File: src/rtl/pq_pkg.sv
// Shared types and constants for the pq interface and its traffic generator.
package pq_pkg;

  localparam int unsigned KEY_WIDTH = 8;
  localparam int unsigned VAL_WIDTH = 8;

  // Queue item: ordering is on key only, value rides along.
  typedef struct packed {
    logic [KEY_WIDTH-1:0] key;
    logic [VAL_WIDTH-1:0] value;
  } kv_t;

  typedef enum logic [1:0] {
    TG_IDLE,
    TG_FILL,
    TG_DRAIN,
    TG_DONE
  } tg_state_t;

  // Right-shifting Galois form of x^16+x^14+x^13+x^11.
  localparam logic [15:0] TG_LFSR_TAPS = 16'hB400;

  // Error counters stick at all-ones instead of wrapping.
  function automatic logic [7:0] sat_inc8(input logic [7:0] v);
    return (v == 8'hFF) ? v : v + 8'd1;
  endfunction

endpackage

File: src/rtl/pq_if.sv
// Initiator/queue handshake bundle for a priority queue.
interface pq_if;
  import pq_pkg::*;

  logic enq;
  logic deq;
  kv_t  kvi;
  kv_t  kvo;
  logic full;
  logic empty;
  logic busy;

  modport master (output enq, deq, kvi, input kvo, full, empty, busy);
  modport slave  (input enq, deq, kvi, output kvo, full, empty, busy);

endinterface

File: src/rtl/pq_lfsr16.sv
// 16-bit Galois LFSR with synchronous load and step enable.
module pq_lfsr16
  import pq_pkg::*;
#(
  parameter logic [15:0] RESET_VAL = 16'hACE1
) (
  input  logic        clk,
  input  logic        rst_n,
  input  logic        load,
  input  logic [15:0] seed,
  input  logic        adv,
  output logic [15:0] q
);

  logic [15:0] q_d;

  // Next value: load wins over advance; hold otherwise.
  always_comb begin
    q_d = q;
    if (load) begin
      q_d = seed;
    end else if (adv) begin
      q_d = q[0] ? ((q >> 1) ^ TG_LFSR_TAPS) : (q >> 1);
    end
  end

  // State register.
  always_ff @(posedge clk or negedge rst_n) begin
    if (!rst_n) begin
      q <= RESET_VAL;
    end else begin
      q <= q_d;
    end
  end

endmodule

File: src/rtl/pq_traffic_gen.sv
// Priority-queue initiator: fills with LFSR keys, drains and checks min-first order.
module pq_traffic_gen
  import pq_pkg::*;
#(
  parameter int unsigned FILL_COUNT = 8,
  parameter int unsigned ROUNDS     = 4,
  parameter logic [15:0] SEED       = 16'hACE1,
  parameter int unsigned TIMEOUT    = 64
) (
  input  logic        clk,
  input  logic        rst_n,
  input  logic        start,
  pq_if.master        pq,
  output logic        done,
  output logic        pass,
  output logic [7:0]  err_count,
  output logic [7:0]  rounds_done
);

  localparam int unsigned CNT_W = $clog2(FILL_COUNT + 1) + 1;
  localparam int unsigned WD_W  = $clog2(TIMEOUT + 1);

  tg_state_t            state_q, state_d;
  logic                 enq_q, enq_d;
  logic                 deq_q, deq_d;
  kv_t                  kvi_q, kvi_d;
  logic [CNT_W-1:0]     fill_q, fill_d;
  logic [CNT_W-1:0]     drain_q, drain_d;
  logic [WD_W-1:0]      wd_q, wd_d;
  logic [7:0]           err_d;
  logic [7:0]           rounds_d;
  logic [KEY_WIDTH-1:0] prev_q, prev_d;
  logic                 first_q, first_d;
  logic [VAL_WIDTH-1:0] seq_q, seq_d;
  logic                 done_d, pass_d;
  logic [15:0]          lfsr_q;
  logic                 unused_bits;

  assign pq.enq = enq_q;
  assign pq.deq = deq_q;
  assign pq.kvi = kvi_q;

  assign unused_bits = ^{lfsr_q[15:KEY_WIDTH], pq.kvo.value};

  // Key source; steps once per issued enqueue and is never reseeded between runs.
  pq_lfsr16 #(.RESET_VAL(SEED)) u_lfsr (
    .clk   (clk),
    .rst_n (rst_n),
    .load  (1'b0),
    .seed  (SEED),
    .adv   (enq_d),
    .q     (lfsr_q)
  );

  // Next-state, op issue and checking. An op is only issued when no op is in
  // flight, so full/empty always reflect every previously issued op.
  always_comb begin
    state_d  = state_q;
    enq_d    = 1'b0;
    deq_d    = 1'b0;
    kvi_d    = kvi_q;
    fill_d   = fill_q;
    drain_d  = drain_q;
    wd_d     = '0;
    err_d    = err_count;
    rounds_d = rounds_done;
    prev_d   = prev_q;
    first_d  = first_q;
    seq_d    = seq_q;

    // Head is valid during the dequeue cycle; check it against the previous key.
    if (state_q == TG_DRAIN && deq_q) begin
      if (!first_q && (pq.kvo.key < prev_q)) begin
        err_d = sat_inc8(err_d);
      end
      prev_d  = pq.kvo.key;
      first_d = 1'b0;
    end

    case (state_q)
      TG_IDLE, TG_DONE: begin
        if (start) begin
          state_d  = TG_FILL;
          fill_d   = '0;
          drain_d  = '0;
          err_d    = '0;
          rounds_d = '0;
          first_d  = 1'b1;
        end
      end
      TG_FILL, TG_DRAIN: begin
        if (pq.busy) begin
          if (wd_q == WD_W'(TIMEOUT - 1)) begin
            err_d   = sat_inc8(err_d);
            state_d = TG_DONE;
          end else begin
            wd_d = wd_q + WD_W'(1);
          end
        end else if (state_q == TG_FILL) begin
          if (fill_q == CNT_W'(FILL_COUNT)) begin
            state_d = TG_DRAIN;
          end else if (!enq_q) begin
            if (pq.full) begin
              // full together with empty is illegal; flag it and treat as full
              if (pq.empty) begin
                err_d = sat_inc8(err_d);
              end
              state_d = TG_DRAIN;
            end else begin
              enq_d       = 1'b1;
              kvi_d.key   = lfsr_q[KEY_WIDTH-1:0];
              kvi_d.value = seq_q;
              seq_d       = seq_q + VAL_WIDTH'(1);
              fill_d      = fill_q + CNT_W'(1);
            end
          end
        end else if (!deq_q) begin
          if (pq.full || !pq.empty) begin
            if (pq.full && pq.empty) begin
              err_d = sat_inc8(err_d);
            end
            deq_d   = 1'b1;
            drain_d = drain_q + CNT_W'(1);
          end else begin
            if (drain_q != fill_q) begin
              err_d = sat_inc8(err_d);
            end
            rounds_d = rounds_done + 8'd1;
            fill_d   = '0;
            drain_d  = '0;
            first_d  = 1'b1;
            state_d  = (rounds_d == 8'(ROUNDS)) ? TG_DONE : TG_FILL;
          end
        end
      end
      default: state_d = TG_IDLE;
    endcase

    done_d = (state_d == TG_DONE);
    pass_d = done_d && (err_d == 8'd0);
  end

  // State and registered outputs.
  always_ff @(posedge clk or negedge rst_n) begin
    if (!rst_n) begin
      state_q     <= TG_IDLE;
      enq_q       <= 1'b0;
      deq_q       <= 1'b0;
      kvi_q       <= '0;
      fill_q      <= '0;
      drain_q     <= '0;
      wd_q        <= '0;
      err_count   <= '0;
      rounds_done <= '0;
      prev_q      <= '0;
      first_q     <= 1'b1;
      seq_q       <= '0;
      done        <= 1'b0;
      pass        <= 1'b0;
    end else begin
      state_q     <= state_d;
      enq_q       <= enq_d;
      deq_q       <= deq_d;
      kvi_q       <= kvi_d;
      fill_q      <= fill_d;
      drain_q     <= drain_d;
      wd_q        <= wd_d;
      err_count   <= err_d;
      rounds_done <= rounds_d;
      prev_q      <= prev_d;
      first_q     <= first_d;
      seq_q       <= seq_d;
      done        <= done_d;
      pass        <= pass_d;
    end
  end

endmodule

File: src/flat_wrapper.sv
// flat-port wrapper written by rule: the top's interface ports become plain ports
module pq_traffic_gen_flat import pq_pkg::*;
#(
  parameter int unsigned FILL_COUNT = 8,
  parameter int unsigned ROUNDS     = 4,
  parameter logic [15:0] SEED       = 16'hACE1,
  parameter int unsigned TIMEOUT    = 64
)
  (clk, rst_n, start, done, pass, err_count, rounds_done, pq_enq, pq_deq, pq_kvi, pq_kvo, pq_full, pq_empty, pq_busy);
  pq_if pq_i ();
  input  logic clk;
  input  logic rst_n;
  input  logic start;
  output logic done;
  output logic pass;
  output logic [7:0] err_count;
  output logic [7:0] rounds_done;
  output wire logic [$bits(pq_i.enq)-1:0] pq_enq;
  output wire logic [$bits(pq_i.deq)-1:0] pq_deq;
  output wire logic [$bits(pq_i.kvi)-1:0] pq_kvi;
  input wire logic [$bits(pq_i.kvo)-1:0] pq_kvo;
  input wire logic [$bits(pq_i.full)-1:0] pq_full;
  input wire logic [$bits(pq_i.empty)-1:0] pq_empty;
  input wire logic [$bits(pq_i.busy)-1:0] pq_busy;
  assign pq_enq = pq_i.enq;
  assign pq_deq = pq_i.deq;
  assign pq_kvi = pq_i.kvi;
  assign pq_i.kvo = pq_kvo;
  assign pq_i.full = pq_full;
  assign pq_i.empty = pq_empty;
  assign pq_i.busy = pq_busy;
  pq_traffic_gen #(.FILL_COUNT(FILL_COUNT), .ROUNDS(ROUNDS), .SEED(SEED), .TIMEOUT(TIMEOUT)) u_core (.clk(clk), .rst_n(rst_n), .start(start), .pq(pq_i), .done(done), .pass(pass), .err_count(err_count), .rounds_done(rounds_done));
endmodule
File: config.mk
export PLATFORM = sky130hd
export DESIGN_NAME = pq_traffic_gen_flat
export DESIGN_NICKNAME = d
export VERILOG_FILES = /design/src/rtl/pq_pkg.sv /design/src/rtl/pq_if.sv /design/src/rtl/pq_lfsr16.sv /design/src/rtl/pq_traffic_gen.sv /design/src/flat_wrapper.sv
export SDC_FILE = /design/constraint.sdc
export NUM_CORES = 1
export LEC_CHECK = 0
export ABC_AREA = 1
export BUFFER_PORTS_ARGS = -buffer_cell sky130_fd_sc_hd__buf_2
export CAP_MARGIN = 10
export CORE_MARGIN = 5
export CORE_UTILIZATION = 55
export CTS_CLUSTER_DIAMETER = 120
export CTS_CLUSTER_SIZE = 28
export DETAILED_ROUTE_END_ITERATION = 10
export PLACE_DENSITY_LB_ADDON = 0.3
export SLEW_MARGIN = 30
export SYNTH_ARGS = -nofsm -noshare
export SYNTH_HDL_FRONTEND = slang
export SYNTH_HIERARCHICAL = 1
export SYNTH_SLANG_ARGS = --single-unit
File: constraint.sdc
create_clock -name clk -period 5.6 [get_ports clk]
set_clock_uncertainty 0.15 [all_clocks]
set_input_delay 0.28 -clock clk [delete_from_list [all_inputs] [get_ports clk]]
set_output_delay 0.28 -clock clk [all_outputs]
set_load 0.005 [all_outputs]
# Word-level counts from Yosys, hierarchy flattened
# Index checks and enable logic that the tools add are counted.
# totals
register_bits,88
latch_bits,0
ram_bits,0
mem_bits_ro,0
in_bits,22
out_inout_bits,36
mem_count,0
# classes
n_addsub,7
n_mul,0
n_div,0
n_lt_le_gt_ge,1
n_eq_ne,20
shifts,0
muxes,70
bitwise_logic,5
n_reduce_logical,15
# op_table
op,n
$mux W8,21
$mux W5,12
$add A8 B1 Y8 const B,4
$pmux W8 S2,2
$mux W7,3
$mux W2,10
$pmux W5 S2,2
$mux W1,17
$eq A8 B8 Y1 const B,2
$mux W16,1
$ne A3 B3 Y1 const B,4
$add A5 B1 Y5 const B,2
$ne A2 B2 Y1 const B,5
$eq A8 B3 Y1 const B,1
$logic_not A8 Y1,1
$lt A8 B8 Y1,1
$add A7 B1 Y7 const B,1
$eq A7 B6 Y1 const B,1
$reduce_and A7 Y1,1
$eq A2 B2 Y1 const B,3
$reduce_and A6 Y1,1
$eq A5 B4 Y1 const B,1
$ne A5 B5 Y1,1
$reduce_and A5 Y1,1
12 further kinds,20

# Logic depth before layout (Yosys ltp)
# depth
ltp_word,15
ltp_mapped,26
mapped_depth_nobuf,25

# Modules after synthesis
# The synthesis kept the hierarchy.
# by_module_without_submodules
module,n_inst,cells_each,area_per_inst_um2,seq_area_each_um2
pq_traffic_gen,1,524,4147.7,1803.0
pq_lfsr16,1,100,784.5,410.4

# Worst setup path after synthesis
# Ideal clock, no wire load.
# synth_timing
kind,flip-flop to flip-flop
startpoint,register u_core.state_q[0]
endpoint,register u_core.pass
arrival_ns,2.248
setup_slack_ns,3.133
path_stages_with_launch,22
path_buffers,1
cell_sequence,dfrtp_1 -> inv_1 -> ha_1 -> inv_2 -> buf_2 -> nand2_1 -> nand2_1 -> nor2_4 -> nand2_2 -> nor2_2 -> inv_2 -> nand2_2 -> inv_2 -> nand2_1 -> a22oi_1 -> a21oi_2 -> nand2_1 -> nor2_1 -> nand2_1 -> nor2_1 -> nand3_1 -> nor2_2
# synth_via
word_cells_on_any_way,37
# synth_rtl
item,line,source
"start, declared",pq_traffic_gen.sv:23,"tg_state_t state_q, state_d;"
"start signal, assigned",pq_traffic_gen.sv:161,state_q <= state_d;
$mux W2,pq_traffic_gen.sv:103,if (pq.full) begin
$mux W2,pq_traffic_gen.sv:102,end else if (!enq_q) begin
$mux W2,pq_traffic_gen.sv:100,if (fill_q == CNT_W'(FILL_COUNT)) begin
$mux W2,pq_traffic_gen.sv:99,end else if (state_q == TG_FILL) begin
$mux W2,pq_traffic_gen.sv:92,if (pq.busy) begin
$pmux W2 S2 *,pq_traffic_gen.sv:80,case (state_q)
$eq A2 B2 Y1 *,pq_traffic_gen.sv:139,done_d = (state_d == TG_DONE);
net u_core.done_d,pq_traffic_gen.sv:35,"logic done_d, pass_d;"
$logic_and A1 B1 Y1 *,pq_traffic_gen.sv:140,pass_d = done_d && (err_d == 8'd0);
net u_core.pass_d,pq_traffic_gen.sv:35,
"end signal, assigned",pq_traffic_gen.sv:174,pass <= pass_d;
"end, declared",pq_traffic_gen.sv:15,"output logic pass,"
# Mark *: on every way through the listed nets, which the timed path passes. The rest lies on a longest branch.
# A chain may end at the register's enable or synchronous reset.

# Final worst setup path
# Same ends and word-level chain as after synthesis.

==> impl_metrics.toml <==
[run_status]
run_status = "finished, final reports clean"

[setup_path]
worst_setup_path_start_kind = "flop"
cp.required_ns = 5.71
critPathTopFamily = "simple AND/OR/NAND/NOR gates"
criticalPathCategory = "flop to flop"
end_kind = "flop"
crit_start = "u_core/state_q[0]"
cpMaxStageDelayCell = "ha_1"
cp_max_fo = 11
r2r-start = "u_core/state_q[0]"
path_cells = "inv_1, ha_1, inv_2, nor2_1, inv_1, nand2_1, nor2_4, nand2_2, nor2_2, inv_2, nand2_2, inv_2, nand2_1, a22oi_1, a21oi_2, nand2_1, nor2_1, nand2_1, nor2_1, nand3_1, nor2_2"
crit_arrival_ns = 3.62
max_stage_delay_ns = 0.60
crit_top_cell = "nand2_1"
path_buf_inv = 5

[sta]
rsz0062_at_grt = "false"
slew-limit-headroom = 0.470
tightestPinTransition_ns = 0.794
fmax_ghz = 0.285
finalSetupViolations = 0
finalHoldViolCount = 0
final_period_minus_worst_setup_slack_ns = 3.51
setup_ws_ns = 2.09
finalSetupTns_ns = 0
period_share = 0.627
drv_slew = 0

[yosys]
synth_top_area_frac = 0.401
async_reset_ff_frac = 1.00
synth_common_cells = "194 x nand2_1, 79 x dfrtp_1, 73 x inv_1"
synth-seq-area-share = 0.449
synth_edf_count = 0
synth.avg_cell_area_um2 = 7.90
yosysTopAreaCell = "dfrtp_1"
synthFlopType = "dfrtp_1"
netlist-cell-type-count = 49
synthTopCellsByArea = "dfrtp_1 40%, nand2_1 15%, inv_1 5.6%"
ys_ff_latch = 88
yosys_warnings = 6
synth_area_um2 = 4930
synthCells = 624
yosysMostFrequentCell = "nand2_1"

[clock_network]
cts_tree = "built"
cts.root.buffer_cell = "clkbuf_8"
clk_pin_slew_ns = 0.10
cts.repair.resized = 0
hold_buffers = 7
clk_latency_ns = 0.36
numCtsBuffers = 9
clockBufferDepth = 2
cts_max_level = 3
postCtsSetupBuffers = 0
cts_sinks = 88

[global_routing]
grt_pass1_vias = 3955
grt_usage = 0.193
antenna_found_initial = 0
grt_pass1_wl_um = 17900
grt_start_max_net_pins = 66
grt-ovfl-total = 0

[layout]
utilization = 0.642
n_antenna_cell = 0
drive_above_1_share = 0.172
area_growth_pct = 13.6
layout.nets = 735
final_design_area_no_fill_um2 = 5600

[detailed_routing]
vias = 4208
drt_iter0_drc = 174
drc_errors = 0
wl_per_cell_um = 13.1
first_pass_iters = 5
ant_nets = 0
drt-total-wl_um = 10600
routed_via_density = 5.20

[power]
p_leak_nw = 2.91
vdd.ir_drop.worst_mv = 0.223
pwr_density_cell_nw_per_um2 = 413

[die]
core_um2 = 8720
ioPinCount = 58
chipWidth_um = 105
die_y_um = 105
dieArea_um2 = 11000
initial_core_util = 0.566
rows = 34

[flow_run]
drv_cap = 0

[placement]
dp_hpwl_um = 7530
port_buffers = 49
gp_routability_congestion = 0.887
placed_cell_area_um2 = 5320
pre_cts_ws_ns = 2.14

[hold_path]
hold_path_class = "input pin to flop"
hp-start = "pq_kvo[10]"
sequential cells by signal, indices dropped and copies added, names as in the netlist:
name and cells:
u_core/first_q 1, u_core/pq.deq 1, u_core/pq.enq 1, u_core/prev_q 8, u_core/err_count 8, u_core/state_q 2, u_core/seq_q 8, u_core/pass 1
u_core/fill_q 5, u_core/pq.kvi 16, u_core/rounds_done 8, u_core/done 1, u_core/drain_q 5, u_core/wd_q 7, u_core/u_lfsr/q 16
metal layers:
layer / routed length, um / GRT usage
met3: 541 / 0.0413
met1: 4820 / 0.254
met2: 5110 / 0.325
met4: 121 / 0.0530
met5: 0 / 0
through the flow:
stage | total power [mW] | hold slack, ns | cells
final | 2.31 | 0.0277 | 810
after global routing | 2.51 | 0.0123 | 810
after global placement | 1.81 | 0.0514 | 787
after floorplan | 1.58 | -0.166 | 639
after detailed placement | 1.85 | 0.0503 | 787
after CTS | 2.33 | 0.00842 | 810
cells by family (layout without fill, tap and decap cells):
logic type | after synthesis | in the layout | share of synthesized area
adder cells (fa/ha/maj) | 16 | 16 | 0.0406
buffers and inverters | 95 | 158 | 0.0797
XOR/XNOR | 17 | 17 | 0.0302
AND/OR/NAND/NOR | 335 | 335 | 0.315
other | 2 | 17 | 0.00152
flip-flops | 88 | 88 | 0.449
AO/OA/AOI/OAI | 71 | 71 | 0.0840
worst min-delay path, stage by stage:
cell     delay, ns
buf_2         0.09
nand2_1       0.04
o21ai_0       0.08
worst paths after layout:
path | to | slack [ns] | cells past startpoint
max in group asynchronous | u_core/seq_q[2] | 3.99 | 3
worst max-delay path | u_core/pass | 2.09 | 21
worst min register to register | u_core/pq.kvi[9] | 0.32 | 2
worst min-delay path | u_core/prev_q[2] | 0.03 | 3
min in group asynchronous | u_core/rounds_done[5] | 0.20 | 2
worst max register to register | u_core/pass | 2.09 | 21
cells in the final DEF, fill, tap and decap left out, types with 16 or more instances in the layout:
cell type  synthesis  routed
ha_1              16      16
inv_1             73      73
conb_1             2      17
dfrtp_1           79      79
o21ai_0           32      32
nor2_1            33      33
nand2_1          194     194
a21oi_1           18      18
nand3_1           45      45
buf_2              3      48
power breakdown:
group / switching [mW] / leakage (nW) / internal (mW)
sequential: 0.140 / 1.10 / 0.831
clock: 0.235 / 0.105 / 0.225
combinational: 0.566 / 1.71 / 0.318
total: 0.942 / 2.91 / 1.37
cell type report:
type	count	area, um2
well taps	108	135
flip-flops and latches	88	2210
clock buffers	10	138
repair buffers	58	333
clock inverters	6	75.1
fillers	749	3120
inverters	84	325
multi-input cells	456	2380
Note: power is estimated with default switching activity, not from simulation.
